--- config.mk ---
export PLATFORM = sky130hd
export DESIGN_NAME = pwm_capture
export DESIGN_NICKNAME = d
export VERILOG_FILES = /design/src/rtl/pwm_pkg.sv /design/src/rtl/pwm_sync_edge.sv /design/src/rtl/pwm_capture.sv
export SDC_FILE = /design/constraint.sdc
export NUM_CORES = 1
export LEC_CHECK = 0
export ABC_AREA = 1
export CORE_ASPECT_RATIO = 1.2
export CORE_MARGIN = 10
export CORE_UTILIZATION = 50
export DETAILED_ROUTE_END_ITERATION = 12
export HOLD_SLACK_MARGIN = 0.06
export PLACE_DENSITY = 0.72
export SLEW_MARGIN = 30
export SYNTH_ARGS = -nofsm -noshare
export SYNTH_HDL_FRONTEND = slang
export SYNTH_SLANG_ARGS = --single-unit
--- constraint.sdc ---
create_clock -name clk -period 3 [get_ports clk]
set_input_delay 0.6 -clock clk [delete_from_list [all_inputs] [get_ports clk]]
set_output_delay 0.6 -clock clk [all_outputs]
set_load 0.005 [all_outputs]
--- src/rtl/pwm_pkg.sv ---
`default_nettype none
// ============================================================================
// Module   : pwm_pkg
// Brief    : Shared types and constants for the PWM generator/capture pair.
// Revision : 1.0 - initial release
// ============================================================================
package pwm_pkg;

    typedef enum logic [1:0] {
        IDLE      = 2'd0,
        ARM       = 2'd1,
        MEAS_HIGH = 2'd2,
        MEAS_LOW  = 2'd3
    } pwm_state_t;

    localparam int CNT_W = 16;

    // All-ones value of a width-bit counter, returned zero-extended to 32 bits.
    function automatic logic [31:0] cnt_max(input int width);
        if (width >= 32) begin
            return 32'hFFFF_FFFF;
        end
        return (32'd1 << width) - 32'd1;
    endfunction

endpackage
`default_nettype wire

--- src/rtl/pwm_sync_edge.sv ---
`default_nettype none
// ============================================================================
// Module   : pwm_sync_edge
// Brief    : Input synchronizer followed by a registered edge detector.
// Revision : 1.0 - initial release
// ============================================================================
module pwm_sync_edge #(
    parameter int SYNC_STAGES = 2
) (
    input  logic clk,
    input  logic rst,
    input  logic pwm_in,
    output logic level,
    output logic rise,
    output logic fall
);

    logic [SYNC_STAGES-1:0] r_sync;
    logic                   r_level;
    logic                   r_rise;
    logic                   r_fall;

    // Strobes are registered alongside the level so they line up with it.
    always_ff @(posedge clk) begin
        if (rst) begin
            r_sync  <= '0;
            r_level <= 1'b0;
            r_rise  <= 1'b0;
            r_fall  <= 1'b0;
        end else begin
            r_sync  <= {r_sync[SYNC_STAGES-2:0], pwm_in};
            r_level <= r_sync[SYNC_STAGES-1];
            r_rise  <= r_sync[SYNC_STAGES-1] & ~r_level;
            r_fall  <= ~r_sync[SYNC_STAGES-1] & r_level;
        end
    end

    assign level = r_level;
    assign rise  = r_rise;
    assign fall  = r_fall;

endmodule
`default_nettype wire

--- src/rtl/pwm_capture.sv ---
`default_nettype none
// ============================================================================
// Module   : pwm_capture
// Brief    : Measures period and high time of an incoming PWM waveform.
// Revision : 1.0 - initial release
// ============================================================================
module pwm_capture
    import pwm_pkg::*;
#(
    parameter int WIDTH       = CNT_W,
    parameter int SYNC_STAGES = 2
) (
    input  logic             clk,
    input  logic             rst,
    input  logic             cap_en,
    input  logic             clr_ovf,
    input  logic             pwm_in,
    output logic [WIDTH-1:0] period_out,
    output logic [WIDTH-1:0] high_out,
    output logic             meas_valid,
    output logic             ovf_pulse,
    output logic             ovf_flag,
    output logic             level
);

    localparam logic [WIDTH-1:0] c_cnt_max = WIDTH'(cnt_max(WIDTH));
    localparam logic [WIDTH-1:0] c_cnt_one = WIDTH'(1);

    logic             w_level;
    logic             w_rise;
    logic             w_fall;

    pwm_state_t       r_state;
    pwm_state_t       w_state_nxt;
    logic [WIDTH-1:0] r_cnt;
    logic [WIDTH-1:0] w_cnt_nxt;
    logic [WIDTH-1:0] w_cnt_inc;
    logic [WIDTH-1:0] r_high_cap;
    logic [WIDTH-1:0] w_high_cap_nxt;
    logic [WIDTH-1:0] r_period;
    logic [WIDTH-1:0] r_high;
    logic             r_meas_valid;
    logic             r_ovf_flag;
    logic             w_meas_done;
    logic             w_ovf;

    pwm_sync_edge #(
        .SYNC_STAGES (SYNC_STAGES)
    ) u_sync_edge (
        .clk    (clk),
        .rst    (rst),
        .pwm_in (pwm_in),
        .level  (w_level),
        .rise   (w_rise),
        .fall   (w_fall)
    );

    // Saturating increment keeps a fall exactly at the limit from wrapping.
    assign w_cnt_inc = (r_cnt == c_cnt_max) ? r_cnt : r_cnt + 1'b1;

    always_comb begin
        w_state_nxt    = r_state;
        w_cnt_nxt      = r_cnt;
        w_high_cap_nxt = r_high_cap;
        w_meas_done    = 1'b0;
        w_ovf          = 1'b0;
        if (!cap_en) begin
            w_state_nxt = IDLE;
        end else begin
            case (r_state)
                IDLE: begin
                    w_state_nxt = ARM;
                end
                ARM: begin
                    if (w_rise) begin
                        w_state_nxt = MEAS_HIGH;
                        w_cnt_nxt   = c_cnt_one;
                    end
                end
                MEAS_HIGH: begin
                    if (w_fall) begin
                        w_state_nxt    = MEAS_LOW;
                        w_high_cap_nxt = r_cnt;
                        w_cnt_nxt      = w_cnt_inc;
                    end else if (r_cnt == c_cnt_max) begin
                        w_ovf       = 1'b1;
                        w_state_nxt = ARM;
                    end else begin
                        w_cnt_nxt = w_cnt_inc;
                    end
                end
                MEAS_LOW: begin
                    if (w_rise) begin
                        w_state_nxt = MEAS_HIGH;
                        w_meas_done = 1'b1;
                        w_cnt_nxt   = c_cnt_one;
                    end else if (r_cnt == c_cnt_max) begin
                        w_ovf       = 1'b1;
                        w_state_nxt = ARM;
                    end else begin
                        w_cnt_nxt = w_cnt_inc;
                    end
                end
                default: begin
                    w_state_nxt = IDLE;
                end
            endcase
        end
    end

    always_ff @(posedge clk) begin
        if (rst) begin
            r_state      <= IDLE;
            r_cnt        <= '0;
            r_high_cap   <= '0;
            r_period     <= '0;
            r_high       <= '0;
            r_meas_valid <= 1'b0;
            r_ovf_flag   <= 1'b0;
        end else begin
            r_state      <= w_state_nxt;
            r_cnt        <= w_cnt_nxt;
            r_high_cap   <= w_high_cap_nxt;
            r_meas_valid <= w_meas_done;
            if (w_meas_done) begin
                r_period <= r_cnt;
                r_high   <= r_high_cap;
            end
            // A new overflow takes priority over a simultaneous clear.
            if (w_ovf) begin
                r_ovf_flag <= 1'b1;
            end else if (clr_ovf) begin
                r_ovf_flag <= 1'b0;
            end
        end
    end

    assign period_out = r_period;
    assign high_out   = r_high;
    assign meas_valid = r_meas_valid;
    assign ovf_pulse  = w_ovf;
    assign ovf_flag   = r_ovf_flag;
    assign level      = w_level;

endmodule
`default_nettype wire

==> results.md <==
### Status
* **status** complete, no violations

### Layout
* **final cell count without fillers** 508
* **Area Overhead vs Synth** 21.5%
* **final net count** 429
* **post-route core utilization** 62.8%
* **fraction of final layout cells with drive strength greater than 1** 9.35%
* **antenna cells** 0
* **filler instances** 538

### Clock network
* **TritonCTS clock tree** yes
* **Post-CTS Hold Buffers** 0
* **Clock Sinks** 73
* **Resize count post-CTS** 0
* **clock-pin slew reported for the worst setup and hold paths after clock tree synthesis** 80 ps
* **maximum level of the CTS H-tree** 3
* **Root Buffer Master** sky130_fd_sc_hd__clkbuf_8
* **count of buffers added by post-CTS timing repair for setup** 0
* **Clock Latency Late Sink** 350 ps
* **number of buffers created by CTS** 9
* **maximum clock path buffer count** 2

### Route
* **detailed router's first-iteration violation count** 198
* **total via count in the routed design** 2535
* **average vias per placed instance** 4.99
* **ANT nets after route** 0
* **routed length per instance** 12.7 um
* **detailed-route wire length** 6470 um
* **first-pass detailed-route iteration total** 5
* **number of remaining DRC errors** 0

### STA
* **setup violators final** 0
* **setup repair after global routing missed its margin** no
* **Period Utilization, post-route** 92.1%
* **Worst Skew** 7.12 ps
* **count of endpoints failing hold in the final timing report** 0
* **max frequency** 0.362 GHz
* **Worst Tran Pin Value** 684 ps
* **final setup TNS** 0 ps
* **slew margin rel.** 54.3%
* **max-slew violation total from the final report** 0
* **minimum clock period** 2760 ps
* **Final WS setup** 236 ps

### Placement
* **placed wire-length estimate** 4700 um
* **count of input and output buffers** 40
* **Place WS** 252 ps
* **weighted congestion reported at the end of routability-driven placement** 0.896
* **number of placed cells counting well taps** 492

### Logic synthesis
* **Net Count, Synth** 388
* **post-synthesis instance area** 0.00293 mm2
* **count of flip-flops with a built-in enable after synthesis** 0
* **register bit total from synthesis** 73
* **prevailing post-synth register cell** sky130_fd_sc_hd__dfxtp_1
* **instance count of the mapped netlist** 382
* **post-synthesis async set-or-reset flop share** 0%
* **count of cell types in the netlist** 32
* **cell taking the most area after synthesis** sky130_fd_sc_hd__dfxtp_1
* **top post-synthesis cells by count** sky130_fd_sc_hd__nor2_1, sky130_fd_sc_hd__dfxtp_1, sky130_fd_sc_hd__o21ai_0
* **most frequent cell after synthesis** sky130_fd_sc_hd__nor2_1
* **most area-consuming cells after synthesis** sky130_fd_sc_hd__dfxtp_1, sky130_fd_sc_hd__nor2_1, sky130_fd_sc_hd__o21ai_0
* **register area share after synthesis** 49.9%
* **mean cell area of the mapped netlist** 7.66 um2
* **count of warnings emitted by yosys** 0
* **share of Yosys cell area claimed by the top area cell type** 49.9%

### GRT
* **vias in the first global route** 2328
* **first-pass GRT wire length** 11100 um
* **pin count of the biggest net entering global routing** 51
* **global route total overflow** 0
* **number of antenna violations at the first check in global routing** 0
* **total track usage** 14.1%

### Critical path
* **endpoint kind of the worst setup timing path** primary output
* **data required time at the worst endpoint** 2400 ps
* **arrival time of the worst setup path** 2160 ps
* **maximum net fanout on the critical path** 5
* **Setup Crit Path Kind** reg -> out
* **startpoint class of the critical path** register

### Floorplanning
* **initial cell density of the core** 51.6%
* **horizontal die dimension** 89.8 um
* **Cell Rows** 30
* **Ports** 41
* **die footprint** 0.00933 mm2
* **die outline height** 104 um
* **Placeable Area** 0.00567 mm2

### Power and ir drop
* **PwrDens** 472 mW/mm2
* **Leakage** 1.49 nW
* **Overall Power** 1.68 mW
* **highest ir drop seen on vdd** 0.289 mV

### Min path
* **class of the most critical hold timing path** reg -> reg

### Run
* **MaxCap Viol Count** 0

==> path summary, 6_finish.rpt <==
path                                     from                                to  slack, ps  cells after the start
max                     r_cnt[1]$_SDFFE_PP0P_                         ovf_pulse        240                      8
min          u_sync_edge.r_sync[0]$_SDFF_PP0_  u_sync_edge.r_sync[1]$_SDFF_PP0_        420                      2
max reg2reg             r_cnt[1]$_SDFFE_PP0P_             r_cnt[1]$_SDFFE_PP0P_       1200                      9
min reg2reg  u_sync_edge.r_sync[0]$_SDFF_PP0_  u_sync_edge.r_sync[1]$_SDFF_PP0_        420                      2
==> cell usage in the layout, fill, tap and decap left out, types with 2 or more instances in the layout <==
master and instances:
sky130_fd_sc_hd__clkinv_2 2, sky130_fd_sc_hd__nor2_2 2, sky130_fd_sc_hd__clkinvlp_4 2, sky130_fd_sc_hd__nand3_1 12
sky130_fd_sc_hd__a21oi_1 33, sky130_fd_sc_hd__nor2_4 3, sky130_fd_sc_hd__dfxtp_1 73, sky130_fd_sc_hd__o21ai_1 5
sky130_fd_sc_hd__buf_4 6, sky130_fd_sc_hd__inv_2 2, sky130_fd_sc_hd__nand2_1 47, sky130_fd_sc_hd__nor2_1 80
sky130_fd_sc_hd__o21bai_1 2, sky130_fd_sc_hd__nand3_2 2, sky130_fd_sc_hd__nand4_1 2, sky130_fd_sc_hd__nand4_2 2
sky130_fd_sc_hd__nand2_2 2, sky130_fd_sc_hd__o21ai_0 52, sky130_fd_sc_hd__inv_1 31, sky130_fd_sc_hd__nor3_1 5
sky130_fd_sc_hd__clkbuf_8 9, sky130_fd_sc_hd__clkdlybuf4s50_1 40
==> cells by family after synthesis <==
group	after synthesis	share of synthesized area [%]
compound gates	96	17.4
xor+xnor	1	0.299
simple gates	161	24.6
buf+inv	50	7.35
fa+ha+maj	1	0.427
flops	73	49.9
==> routing by layer <==
| layer | vias up | GRT usage (%) | wire (um) |
|---|---|---|---|
| li1 | 1328 | - | - |
| met1 | 1142 | 17.3 | 2980 |
| met2 | 54 | 22.3 | 3030 |
| met3 | 11 | 3.25 | 343 |
| met4 | 0 | 7.64 | 116 |
| met5 | - | 0 | 0 |
==> per-stage QoR <==
stage / hold slack [ps] / instance area, um2
after global placement: 414 / 3390
after global routing: 430 / 3560
after floorplan: 388 / 2930
after detailed placement: 412 / 3390
after CTS: 423 / 3560
final: 420 / 3560
==> critical path: stages, from the launching register on <==
cell,delay [ps]
sky130_fd_sc_hd__dfxtp_1,420
sky130_fd_sc_hd__ha_1,260
sky130_fd_sc_hd__inv_1,90
sky130_fd_sc_hd__nor2_1,150
sky130_fd_sc_hd__nand4_2,150
sky130_fd_sc_hd__inv_2,100
sky130_fd_sc_hd__o211ai_2,100
sky130_fd_sc_hd__inv_1,60
sky130_fd_sc_hd__clkdlybuf4s50_1,500
==> state kept, by name (all words and copies together) (netlist names), 2 cells and up <==
register / count
r_high_cap: 16
u_sync_edge.r_sync: 2
r_cnt: 16
high_out: 16
period_out: 16
r_state: 2
==> final cells by class <==
cell class	count	area [um2]	area share, %
well taps	80	100	2.81
flip-flops and latches	73	1460	41.1
multi-input cells	259	1250	35.1
repair buffers	46	445	12.5
clock buffers	10	128	3.59
clock inverters	6	42.5	1.20
inverters	34	130	3.66
==> power breakdown <==
part	total [mW]	switching (mW)	internal [mW]
clock network	0.673	0.371	0.301
logic	0.0334	0.0209	0.0125
registers	0.974	0.00259	0.971
Power figures use the tool's default switching activity.
